## src/rtl/tomasulo_pkg.sv

```systemverilog
// Shared Tomasulo definitions: opcode encodings, reorder-buffer geometry and
// the per-entry record held by the reorder buffer.
package tomasulo_pkg;

    localparam int ROB_DEPTH = 8;
    localparam int ROB_IDX_W = 3;
    localparam int DATA_W    = 16;
    localparam int REG_IDX_W = 4;
    localparam int FUNC_W    = 4;
    localparam int COUNT_W   = 4;

    localparam logic [COUNT_W-1:0] ROB_FULL = 4'd8;

    localparam logic [FUNC_W-1:0] OP_ADD   = 4'd0;
    localparam logic [FUNC_W-1:0] OP_SUB   = 4'd1;
    localparam logic [FUNC_W-1:0] OP_AND   = 4'd2;
    localparam logic [FUNC_W-1:0] OP_OR    = 4'd3;
    localparam logic [FUNC_W-1:0] OP_LOAD  = 4'd4;
    localparam logic [FUNC_W-1:0] OP_STORE = 4'd5;
    localparam logic [FUNC_W-1:0] OP_BEQ   = 4'd6;
    localparam logic [FUNC_W-1:0] OP_BNEQ  = 4'd7;

    typedef struct packed {
        logic                 valid;
        logic                 ready;
        logic [FUNC_W-1:0]    func;
        logic [REG_IDX_W-1:0] rd;
        logic [DATA_W-1:0]    value;
    } rob_entry_t;

    // Stores and branches retire without touching the register bank.
    function automatic logic writes_regbank(input logic [FUNC_W-1:0] func);
        logic wr;
        case (func)
            OP_STORE: wr = 1'b0;
            OP_BEQ:   wr = 1'b0;
            OP_BNEQ:  wr = 1'b0;
            default:  wr = 1'b1;
        endcase
        return wr;
    endfunction

    function automatic logic is_store_op(input logic [FUNC_W-1:0] func);
        return (func == OP_STORE);
    endfunction

endpackage

```

## src/rtl/rob_unit.sv

```systemverilog
// Eight-entry circular reorder buffer: in-order allocation, out-of-order CDB
// writeback, in-order single retirement per cycle, and full flush on mispredict.
module rob_unit
    import tomasulo_pkg::*;
(
    input  logic                 clk1,
    input  logic                 rst,
    input  logic                 alloc_valid,
    input  logic [FUNC_W-1:0]    alloc_func,
    input  logic [REG_IDX_W-1:0] alloc_rd,
    output logic                 alloc_ready,
    output logic [ROB_IDX_W-1:0] alloc_idx,
    input  logic                 cdb_valid,
    input  logic [ROB_IDX_W-1:0] cdb_idx,
    input  logic [DATA_W-1:0]    cdb_data,
    input  logic [ROB_IDX_W-1:0] rd_idx1,
    input  logic [ROB_IDX_W-1:0] rd_idx2,
    output logic                 rd_ready1,
    output logic                 rd_ready2,
    output logic [DATA_W-1:0]    rd_data1,
    output logic [DATA_W-1:0]    rd_data2,
    input  logic                 flush,
    output logic                 commit_valid,
    output logic [ROB_IDX_W-1:0] commit_idx,
    output logic [REG_IDX_W-1:0] commit_rd,
    output logic [DATA_W-1:0]    commit_data,
    output logic                 commit_wr_en,
    output logic                 commit_is_store,
    output logic [COUNT_W-1:0]   count
);

    rob_entry_t [ROB_DEPTH-1:0] entries_q, entries_d;
    logic [ROB_IDX_W-1:0]       head_q, head_d;
    logic [ROB_IDX_W-1:0]       tail_q, tail_d;
    logic [COUNT_W-1:0]         count_q, count_d;

    logic                       commit_valid_q, commit_valid_d;
    logic [ROB_IDX_W-1:0]       commit_idx_q, commit_idx_d;
    logic [REG_IDX_W-1:0]       commit_rd_q, commit_rd_d;
    logic [DATA_W-1:0]          commit_data_q, commit_data_d;
    logic                       commit_wr_en_q, commit_wr_en_d;
    logic                       commit_is_store_q, commit_is_store_d;

    rob_entry_t                 head_entry;
    logic                       alloc_fire;
    logic                       wb_fire;
    logic                       commit_fire;

    // Full-ness depends only on registered occupancy, never on same-cycle commit.
    assign alloc_ready = (count_q < ROB_FULL);
    assign alloc_idx   = tail_q;
    assign count       = count_q;

    assign head_entry  = entries_q[head_q];
    assign alloc_fire  = alloc_valid && alloc_ready && !flush;
    assign wb_fire     = cdb_valid && entries_q[cdb_idx].valid && !flush;
    assign commit_fire = head_entry.valid && head_entry.ready && !flush;

    // No CDB bypass: lookups see only state captured at previous edges.
    assign rd_ready1 = entries_q[rd_idx1].valid && entries_q[rd_idx1].ready;
    assign rd_ready2 = entries_q[rd_idx2].valid && entries_q[rd_idx2].ready;
    assign rd_data1  = rd_ready1 ? entries_q[rd_idx1].value : 16'd0;
    assign rd_data2  = rd_ready2 ? entries_q[rd_idx2].value : 16'd0;

    assign commit_valid    = commit_valid_q;
    assign commit_idx      = commit_idx_q;
    assign commit_rd       = commit_rd_q;
    assign commit_data     = commit_data_q;
    assign commit_wr_en    = commit_wr_en_q;
    assign commit_is_store = commit_is_store_q;

    // Next-state: writeback, then retirement of head, then allocation at tail.
    always_comb begin
        entries_d         = entries_q;
        head_d            = head_q;
        tail_d            = tail_q;
        count_d           = count_q;
        commit_valid_d    = 1'b0;
        commit_idx_d      = commit_idx_q;
        commit_rd_d       = commit_rd_q;
        commit_data_d     = commit_data_q;
        commit_wr_en_d    = 1'b0;
        commit_is_store_d = 1'b0;

        if (flush) begin
            entries_d = '0;
            head_d    = 3'd0;
            tail_d    = 3'd0;
            count_d   = 4'd0;
        end else begin
            if (wb_fire) begin
                entries_d[cdb_idx].value = cdb_data;
                entries_d[cdb_idx].ready = 1'b1;
            end else begin
                entries_d[cdb_idx] = entries_q[cdb_idx];
            end

            // Retired data comes from the pre-edge value; a same-edge CDB to head is lost with the entry.
            if (commit_fire) begin
                entries_d[head_q] = '0;
                head_d            = head_q + 3'd1;
                commit_valid_d    = 1'b1;
                commit_idx_d      = head_q;
                commit_rd_d       = head_entry.rd;
                commit_data_d     = head_entry.value;
                commit_wr_en_d    = writes_regbank(head_entry.func);
                commit_is_store_d = is_store_op(head_entry.func);
            end else begin
                head_d = head_q;
            end

            if (alloc_fire) begin
                entries_d[tail_q] = '{valid: 1'b1, ready: 1'b0, func: alloc_func,
                                      rd: alloc_rd, value: 16'd0};
                tail_d            = tail_q + 3'd1;
            end else begin
                tail_d = tail_q;
            end

            case ({alloc_fire, commit_fire})
                2'b10:   count_d = count_q + 4'd1;
                2'b01:   count_d = count_q - 4'd1;
                default: count_d = count_q;
            endcase
        end
    end

    // State and retirement registers, cleared asynchronously on rst.
    always_ff @(posedge clk1 or posedge rst) begin
        if (rst) begin
            entries_q         <= '0;
            head_q            <= 3'd0;
            tail_q            <= 3'd0;
            count_q           <= 4'd0;
            commit_valid_q    <= 1'b0;
            commit_idx_q      <= 3'd0;
            commit_rd_q       <= 4'd0;
            commit_data_q     <= 16'd0;
            commit_wr_en_q    <= 1'b0;
            commit_is_store_q <= 1'b0;
        end else begin
            entries_q         <= entries_d;
            head_q            <= head_d;
            tail_q            <= tail_d;
            count_q           <= count_d;
            commit_valid_q    <= commit_valid_d;
            commit_idx_q      <= commit_idx_d;
            commit_rd_q       <= commit_rd_d;
            commit_data_q     <= commit_data_d;
            commit_wr_en_q    <= commit_wr_en_d;
            commit_is_store_q <= commit_is_store_d;
        end
    end

endmodule

```

## config.mk

```make
export PLATFORM = sky130hd
export DESIGN_NAME = rob_unit
export DESIGN_NICKNAME = d
export VERILOG_FILES = /design/src/rtl/tomasulo_pkg.sv /design/src/rtl/rob_unit.sv
export SDC_FILE = /design/constraint.sdc
export NUM_CORES = 1
export LEC_CHECK = 0
export CAP_MARGIN = 20
export CORE_MARGIN = 2
export CORE_UTILIZATION = 54
export DETAILED_ROUTE_END_ITERATION = 10
export PLACE_DENSITY = 0.77
export SLEW_MARGIN = 20
export SYNTH_ARGS = -nofsm -noshare
export SYNTH_HDL_FRONTEND = slang
export SYNTH_SLANG_ARGS = --single-unit
```

## constraint.sdc

```tcl
create_clock -name clk1 -period 7.7 [get_ports clk1]
set_input_delay 1.54 -clock clk1 [delete_from_list [all_inputs] [get_ports clk1]]
set_output_delay 1.54 -clock clk1 [all_outputs]
set_load 0.02 [all_outputs]
```

* Word-level counts from Yosys, hierarchy flattened
Index checks and enable logic that the tools add are counted.
** Word-level totals
- Bits in registers :: 244
- Output and inout bits :: 68
- Input bits :: 38
- Word-level logic and storage cells :: 130
** Operators by class
- Mux-type cells :: 43
- Bitwise logic cells :: 3
- Reduce and logical (&&, ||, !) cells :: 17
- Add/sub/neg operators :: 4
- Equal/unequal tests :: 5
- Magnitude comparators :: 9
** Operators by type and width (count)
- $mux 208 :: 6
- $bwmux 208 :: 4
- $demux 26 s3 :: 5
- $bmux 26 s3 :: 4
- $and 208x208->208 :: 1
- $not 208->208 :: 1
- $mux 26 :: 7
- $mux 16 :: 3
- $mux 25 :: 1
- $lt 3x4->1 const B :: 5
- $eq 4x3->1 const B :: 3
- $mux 3 :: 4
- $logic_and 1x1->1 :: 11
- $ge 3x1->1 const B :: 3
- $pmux 4 s2 :: 1
- $mux 1 :: 7
- $add 3x1->3 const B :: 2
- $add 4x1->4 const B :: 1
- $lt 4x4->1 const B :: 1
- $mux 4 :: 1
- $reduce_bool 2->1 :: 2
- $sub 4x1->4 const B :: 1
- $reduce_bool 3->1 :: 1
- $reduce_or 3->1 :: 1
- 5 further kinds :: 5

* Depth between registers and ports, before layout
- Depth after elaboration :: 14
- Depth in mapped cells :: 15
- Mapped depth without buffers :: 14

* Least setup slack after synthesis
OpenSTA, ideal clock, no wires.
- Kind :: in2out
- Start :: input rd_idx2[2]
- End :: output rd_data2[10]
- Data arrival time :: 3.328 ns
- Data required time :: 6.160 ns
- Stages on the path :: 5
- Path buffers :: 2
- Setup slack :: 2.832 ns
- Cells stage by stage :: buf_1 -> mux4_2 -> mux2_2 -> buf_1 -> nor2_1
** On the way
- Word-level cells in the longest chain between the ends :: 4
** RTL lines
- start, declared :: line rob_unit.sv:17 : input logic [ROB_IDX_W-1:0] rd_idx2,
- $bmux 26 s3 * :: line rob_unit.sv:61, rob_unit.sv:63
- $mux 26 (not written as such) * :: line rob_unit.sv:63 : assign rd_data2 = rd_ready2 ? entries_q[rd_idx2].value : 16'd0;
- $logic_and 1x1->1 :: line rob_unit.sv:61 : assign rd_ready2 = entries_q[rd_idx2].valid && entries_q[rd_idx2].ready;
- $mux 16 * :: line rob_unit.sv:63
- end, declared :: line rob_unit.sv:21 : output logic [DATA_W-1:0] rd_data2,
Mark *: on every way between the ends. The rest lies on a longest branch, timed or not. The select of a mux whose other input is x is not followed.

* Worst setup path after layout
- Start :: input rd_idx1[2]
- End :: output rd_data1[14]
** On the way
- Word-level cells in the longest chain between the ends :: 4
** RTL lines
- start, declared :: line rob_unit.sv:16 : input logic [ROB_IDX_W-1:0] rd_idx1,
- $bmux 26 s3 * :: line rob_unit.sv:60, rob_unit.sv:62
- $mux 26 (not written as such) * :: line rob_unit.sv:62 : assign rd_data1 = rd_ready1 ? entries_q[rd_idx1].value : 16'd0;
- $logic_and 1x1->1 :: line rob_unit.sv:60 : assign rd_ready1 = entries_q[rd_idx1].valid && entries_q[rd_idx1].ready;
- $mux 16 * :: line rob_unit.sv:62
- end, declared :: line rob_unit.sv:20 : output logic [DATA_W-1:0] rd_data1,
Marks and branches as above.

==> qor.yml <==
clock_network:
  cts-root-buf: "clkbuf_16"
  cts_tree: "built"
  htree_num_levels: 1
  numCtsBuffers: 27
  postCtsHoldBufs: 0
  cts_max_path_buffers: 3
  postCtsSetupBuffers: 0
  clkLatencyLatePin_ps: 550
  clk_pin_slew_ps: 60
  ctsResizeCount: 0
  clock_sinks: 244
routing:
  routedWlPerCell_um: 26.6
  drc_errors: 0
  drtAntennaViolNets: 0
  vias_per_cell: 7.13
  totalWireLength_um: 46200
  vias: 12400
  first_pass_iters: 7
  drt_iter0_drc: 1444
cells_and_area:
  regArea_sq_mm: 0.00611
  multi_input_comb_area_sq_mm: 0.00762
  final_nets: 1422
  areaGrowthSynthToFinish_pct: 14.5
  drive_gt1_share_pct: 16.1
  fillers: 2112
  antenna_cells: 0
floorplanning:
  pin_count: 106
  die_area_sq_mm: 0.0278
  coreArea_sq_mm: 0.0260
  die_y_um: 167
  floorplan.initialDensity_pct: 55.0
  die_w_um: 167
  num_rows: 59
synth:
  netlist-cell-type-count: 54
  netlist_instances: 1356
  synth-edff-count: 0
  yosys_warnings: 0
  ys_seq_elements: 244
  syn_area_per_cell_sq_um: 10.5
  async_reset_ff_share_pct: 100
  syn_nets: 1398
  synth.yosys.seq_area_share_pct: 42.7
  synthesis.area_sq_mm: 0.0143
  synth_ff_type: "dfrtp_1"
job:
  drv_cap: 0
setup_path:
  critPathCaptureType: "output port"
  arrival_ps: 4260
  ff2ff_path_depth: 14
  critical_path_required_ps: 6160
  critPathMaxFanout: 18
  crit_type: "in -> out"
  r2r_slack_ps: 3110
  crit_path_start_kind: "input port"
global_route:
  first_global_vias: 12400
  grt_max_degree: 182
  grt_overflow: 0
  grt_first_pass_wirelength_um: 71500
  grt_usage_pct: 32.7
  antenna_found_initial: 0
power_and_ir_drop:
  peakVddDrop_v: 0.000225
  p_per_area_mw_per_mm2: 208
  p_leak_uw: 0.00650
sta:
  timing.final.crit_share_pct: 75.3
  rsz0062_at_grt: "false"
  max_slew_margin_pct: 15.1
  timing_max_transition_violations_final: 0
  hold_viol: 0
  final.min_clock_period_ps: 5800
  timing.clock.skew_ps: 23.3
  setup_viol: 0
  fin_hold_ws_ps: 498
  max_clock_freq_mhz: 172
  finalSetupTns_ps: 0
  worst_pin_slew_ps: 1270
placed_design:
  hpwl_um: 26600
  routabilityCongestion: 0.879
  io_buffer_count: 105
status:
  status: "finished clean"
worst_hold_path:
  worstHoldPathType: "reg -> reg"
  holdPathStages: 1
[area by class of cell]
type,instances,area share (%)
clock inverter,7,0.696
sequential,244,37.3
inverter,9,0.229
clock buffer,42,5.09
timing repair buffer,130,7.53
multi-input combinational,968,46.6
tap,335,2.56
[metal layers]
layer / vias to the layer above / share of wire [%] / GRT usage, %
li1: 5247 / - / -
met1: 6042 / 38 / 43.1
met4: 0 / 4.9 / 15.7
met5: - / 0 / 0
met3: 205 / 11 / 8.72
met2: 871 / 46 / 50.8
[Yosys cell counts, types with 22 or more instances]
cell type | count | share of area, %
dfrtp_1 | 244 | 43
nor2_1 | 240 | 6.3
a211oi_1 | 137 | 7.2
o22ai_1 | 84 | 3.7
mux2i_1 | 79 | 5.5
mux4_2 | 78 | 12
clkbuf_1 | 75 | 2.0
a22o_1 | 65 | 4.0
a21oi_1 | 60 | 2.1
mux2_2 | 47 | 3.7
buf_1 | 33 | 0.87
nand2_1 | 33 | 0.87
buf_2 | 23 | 0.81
a22oi_1 | 22 | 1.2
[path summary, 6_finish.rpt]
check	from	end
worst min-delay path	entries_q[99]$_DFF_PP0_	entries_q[99]$_DFF_PP0_
worst max-delay path	rd_idx1[2]	rd_data1[14]
worst max register to register	head_q[2]$_DFFE_PP0P_	count[3]$_DFFE_PP0P_
worst min register to register	entries_q[99]$_DFF_PP0_	entries_q[99]$_DFF_PP0_
max in group asynchronous	rst	entries_q[169]$_DFF_PP0_
min in group asynchronous	rst	entries_q[130]$_DFF_PP0_
[critical path, stage by stage]
cell,delay [ps]
clkdlybuf4s50_1,460
buf_4,400
mux4_2,550
mux2_2,460
nor2_1,190
clkdlybuf4s50_1,630
[registers in the layout, summed over array words and instances, names as in the netlist, 3 cells and up]
signal       flops
entries_q      208
commit_rd        4
commit_data     16
commit_idx       3
head_q           3
alloc_idx        3
count            4
[layout by cell type, fill, tap and decap left out, types with 6 or more instances in the layout]
cell type	count
nor2_1	238
and2_1	9
nor4_1	17
buf_4	24
inv_1	7
nor2b_1	14
o22ai_1	84
nand2b_1	6
a21oi_1	60
a211oi_1	137
clkbuf_16	27
o211ai_1	6
nand2_1	33
dfrtp_1	241
a22o_1	65
mux4_2	78
mux2_2	47
a22oi_1	22
clkdlybuf4s50_1	101
nand3_1	6
o2111ai_1	6
clkbuf_8	10
mux2i_1	79
[per-stage QoR]
step	util (%)	setup WS [ps]	cell area [sq um]	std cells	total power, uW
after floorplan	-	2830	14300	1356	1820
after global placement	59.3	1910	15400	1686	2030
after detailed placement	59.3	1910	15400	1686	2050
after CTS	63.0	1900	16400	1735	3410
after global routing	63.0	1840	16400	1735	3520
final	63.0	1900	16400	1735	3410
[logic make-up (layout without fill, tap and decap cells)]
| kind of cell | Yosys count | in the layout | share of synthesized area (%) |
|---|---|---|---|
| simple gates | 346 | 346 | 10.6 |
| compound gates | 407 | 407 | 20.3 |
| buf+inv | 144 | 188 | 4.10 |
| flops | 244 | 244 | 42.7 |
| xor+xnor | 7 | 7 | 0.429 |
| mux | 204 | 204 | 21.5 |
| fa+ha+maj | 4 | 4 | 0.350 |
[power breakdown]
group	switching, uW	internal, uW	total (uW)
Sequential	83.0	1360	1450
Combinational	347	244	592
Clock	532	839	1370
No activity file was read; power rests on OpenSTA's default activity.
==> RTL change 1, RTL diff (same flow settings) <==
Register the output `count` once more; this adds one clock of latency there. The other outputs are not delayed to match.
--- a/src/rtl/rob_unit.sv
+++ b/src/rtl/rob_unit.sv
@@ -51,3 +51,5 @@
     assign alloc_idx   = tail_q;
-    assign count       = count_q;
+    always_ff @(posedge clk1) begin
+        count <= count_q;
+    end
 
Function: changed (Yosys sat finds a counterexample within 4 cycles, from zero or initial values and one cycle with rst high).
==> RTL change 1 against the unedited design <==
Clock skew shrank 0.00076 ns; setup slack lost 0.046 ns; area after synthesis grew 4.0%; routed wire length grew 8.0%; non-clock buffer count grew 3; final cell count grew 3.4%; total power grew 6.1%; cell area grew 4.0%; sequential cell count grew 4; critical endpoint is now rd_data1[12]; largest power group unchanged.
==> RTL change 1: results (changes against the unedited design) <==
stage	metric	value	unit	change
outcome	status	finished, final reports clean		unchanged
final_layout	fraction of layout cells with a size suffix above 1	18.5	%	was 16.1%
global_routing	largest net degree at the start of global routing	192		was 182
place	hpwl dp	30900	microns	was 26600 microns
setup_path	CP peak stage delay	0.86	ns	was 0.63 ns
pwr	PD cells	213	nW/um^2	was 208 nW/um^2
synth	library cells used by synthesis	72		was 54
sta	Worst Tran Pin Value	1.24	ns	was 1.27 ns
synth	Synth Net Count	1443		was 1398
setup_path	Worst Path Max Fanout	17		was 18
synth	Async S/R FF share, synth	98.4	%	was 100%
global_routing	vias in the first global route	12482		was 12.4k
pwr	Leak	6.74	nW	was 6.50 nW
routing	Routed WL	49800	microns	was 46200 microns
pwr	Worst VDD drop	0.132	mV	was 0.225 mV
routing	first drt pass iteration count	6		was 7
routing	routed via count	12931		was 12.4k
global_routing	GRT Overall Usage	34.8	%	was 32.7%
global_routing	first-pass GRT wire length	76000	microns	was 71500 microns
place	RD Place Congestion	0.949		was 0.879
setup_path	WP data arrival	4.31	ns	was 4.26 ns
synth	synth cell count leaders	nor2_1, dfrtp_1, a211oi_1, a21oi_1, mux2i_1		was dfrtp_1, nor2_1, a211oi_1, o22ai_1, mux2i_1
final_layout	fillcell total	2060		was 2112
routing	Starting DRT DRC Count	1900		was 1444
final_layout	fin nets	1474		was 1422
synth	largest cells by area after synthesis	dfrtp_1, mux4_2, nor2_1		was dfrtp_1, mux4_2, a211oi_1
-- RTL change 1: layout make-up --
type	instances	area share (%)
Multi-Input combinational cell	1011	47.5
Tap cell	341	2.51
Sequential cell	248	36.4
Clock buffer	38	4.88
Clock inverter	13	1.01
Timing Repair Buffer	133	7.46
Inverter	10	0.243
-- RTL change 1: cell families after synthesis --
kind of cell / after synthesis / synth area share, %
compound gates: 428 / 21.9
xor+xnor: 7 / 0.413
fa+ha+maj: 4 / 0.337
buf+inv: 142 / 4.13
flops: 248 / 41.6
mux: 202 / 20.5
simple gates: 370 / 11.1
-- RTL change 1: worst paths after layout --
kind,from,endpoint,slack [ns],cells after the start
max,rd_idx1[2],rd_data1[12],1.85,5
min,count_q[3],count[3],0.46,0
max reg2reg,head_q[0],count_q[3],2.68,13
min reg2reg,count_q[3],count[3],0.46,0
max in group asynchronous,rst,head_q[1],4.70,5
min in group asynchronous,rst,entries_q[121],1.55,3
-- RTL change 1: metrics by stage --
step           hold slack [ns]  cell area [sq um]  instances  power (W)  setup WS, ns
2_1_floorplan            0.406              14900       1401    0.00191          2.83
3_3_place_gp             0.437              16000       1742    0.00215          2.00
3_5_place_dp             0.450              16000       1742    0.00217          1.92
4_1_cts                  0.469              17000       1793    0.00361          1.91
5_1_grt                  0.487              17000       1794    0.00374          1.83
6_report                 0.459              17000       1794    0.00362          1.85
-- RTL change 1: power breakdown --
group          switching, W  internal, W
registers         0.0000941      0.00140
logic              0.000395     0.000279
clock network      0.000568     0.000885
-- RTL change 1: layer usage --
layer  track usage (%)  share of wire, %  vias to the layer above
met5                 0                 0                        -
met4              15.8               5.0                        0
met3              11.0                14                      223
met2              51.4                44                     1020
met1              47.2                37                     6269
li1                  -                 -                     5419
==> RTL change 2, RTL diff (config.mk and constraints unchanged) <==
Made on the original files. The package constant `ROB_DEPTH` goes from 8 to 4.
--- a/src/rtl/tomasulo_pkg.sv
+++ b/src/rtl/tomasulo_pkg.sv
@@ -4,3 +4,3 @@
 
-    localparam int ROB_DEPTH = 8;
+    localparam int ROB_DEPTH = 4;
     localparam int ROB_IDX_W = 3;
Behaviour: not the same (a bounded check fails within 4 cycles, from zero or initial values and one cycle with rst high).
==> RTL change 2 against the unedited design <==
Synthesized cell count is 53% lower; sequential cell count is 104 lower; total power is 45% lower; area after synthesis is 44% lower; sequential share of layout area is 1.3 points lower; register-to-register slack better by 1.6 ns; routed wire length is 55% lower; setup slack better by 0.20 ns; cell area is 41% lower.
==> RTL change 2: results (changes against the unedited design) <==
stage	metric	value	unit	change
outcome	status	finished, final reports clean		unchanged
routing	first drt pass iteration count	5		was 7
synth	compound-gate portion of the synthesized area	13.2	%	was 20.3%
final_layout	fillcell total	1078		was 2112
place	RD Place Congestion	0.825		was 0.879
synth	library cells used by synthesis	41		was 54
global_routing	first-pass GRT wire length	34000	microns	was 71500 microns
cts	cts bufs inserted	17		was 27
pwr	Logic pwr share	13.4	%	was 17.4%
global_routing	met3 Usage GRT	7.86	%	was 8.72%
routing	Starting DRT DRC Count	680		was 1444
setup_path	CP startpoint	rd_idx2[0]		was rd_idx1[2]
place	hpwl dp	12900	microns	was 26600 microns
final_layout	Non-Filler Instances	911		was 1735
synth	Synth Area in XOR/XNOR	0.437	%	was 0.429%
synth	largest cells by area after synthesis	dfrtp_1, mux4_2, a211oi_1		unchanged
sta	final hold slack	0.494	ns	was 0.498 ns
synth	sequential area share after synthesis	43.7	%	was 42.7%
global_routing	largest net degree at the start of global routing	81		was 182
setup_path	Worst Reg-to-Reg Cells	4		was 14
pwr	Worst VDD drop	0.135	mV	was 0.225 mV
cts	Bufs on Longest Clock Path	2		was 3
setup_path	Slowest-stage cell, CP	mux4_2		was clkdlybuf4s50_1
pwr	clock network power	0.000821	W	was 0.00137 W
place	placed insts	881		was 1686
worst_hold_path	hold path startpoint	entries_q[94]		was entries_q[99]
pwr	Leak	3.90	nW	was 6.50 nW
pwr	Clock Power Share	43.8	%	was 40.2%
routing	Routed WL per cell	23.0	microns	was 26.6 microns
place	cell area after placement	9140	sq um	was 15400 sq um
global_routing	met2 usage	43.9	%	was 50.8%
global_routing	vias in the first global route	6281		was 12.4k
setup_path	R2R Path Start	head_q[0]		was head_q[2]
synth	synth cell count leaders	dfrtp_1, mux4_2, nor2_1, a211oi_1, nor2b_1		was dfrtp_1, nor2_1, a211oi_1, o22ai_1, mux2i_1
global_routing	M1 GR Usage	37.3	%	was 43.1%
routing	M1 wire length	8300	microns	was 17400 microns
setup_path	CP peak stage delay	0.80	ns	was 0.63 ns
cts	clock network latency to the later pin of the worst-skew pair	0.43	ns	was 0.55 ns
setup_path	WP data arrival	4.06	ns	was 4.26 ns
pwr	switching share of total power	25.0	%	was 28.2%
synth	Synth Net Count	685		was 1398
place	Post-Place Worst Slack	2.13	ns	was 1.91 ns
final_layout	max reg flops	104		was 208
routing	met3 WL post-DR	1610	microns	was 5240 microns
synth	Synth Area in Adders	1.87	%	was 0.350%
setup_path	r2r setup slk	4.74	ns	was 3.11 ns
worst_hold_path	Worst Hold End	entries_q[94]		was entries_q[99]
setup_path	Crit Reg-Reg Endpoint	entries_q[10]		was count[3]
setup_path	Worst Path Max Fanout	17		was 18
synth	mux cell area share after synthesis	27.3	%	was 21.5%
routing	drt via density	6.59		was 7.13
synth	Cells after Synth	635		was 1356
final_layout	fin nets	766		was 1422
place	I/O Buffers	103		was 105
RTL change 2: kinds of logic (layout without fill, tap and decap cells):
| kind of cell | Yosys count | count (layout) |
|---|---|---|
| DFF | 140 | 140 |
| adders and majority gates | 12 | 12 |
| muxes | 119 | 119 |
| xor gates and xnor gates | 4 | 4 |
| AOI/OAI and AO/OA | 135 | 135 |
| and+or+nand+nor | 153 | 153 |
| buffers and inverters | 72 | 164 |
RTL change 2: how the worst max path moves through the flow:
stage,to,slack (ns)
2_1_floorplan,alloc_idx[0],2.41
4_1_cts,rd_data1[0],2.12
5_1_grt,rd_data1[0],2.00
3_5_place_dp,rd_data1[0],2.13
3_3_place_gp,rd_data2[0],2.11
6_report,rd_data2[0],2.10
RTL change 2: area by class of cell:
type	count	area, sq um	share of cell area (%)
flip-flops and latches	140	3500	36.0
clock inverters	8	118	1.21
well taps	184	230	2.37
multi-input cells	423	4190	43.1
inverters	15	61.3	0.630
repair buffers	119	1150	11.9
clock buffers	22	464	4.77
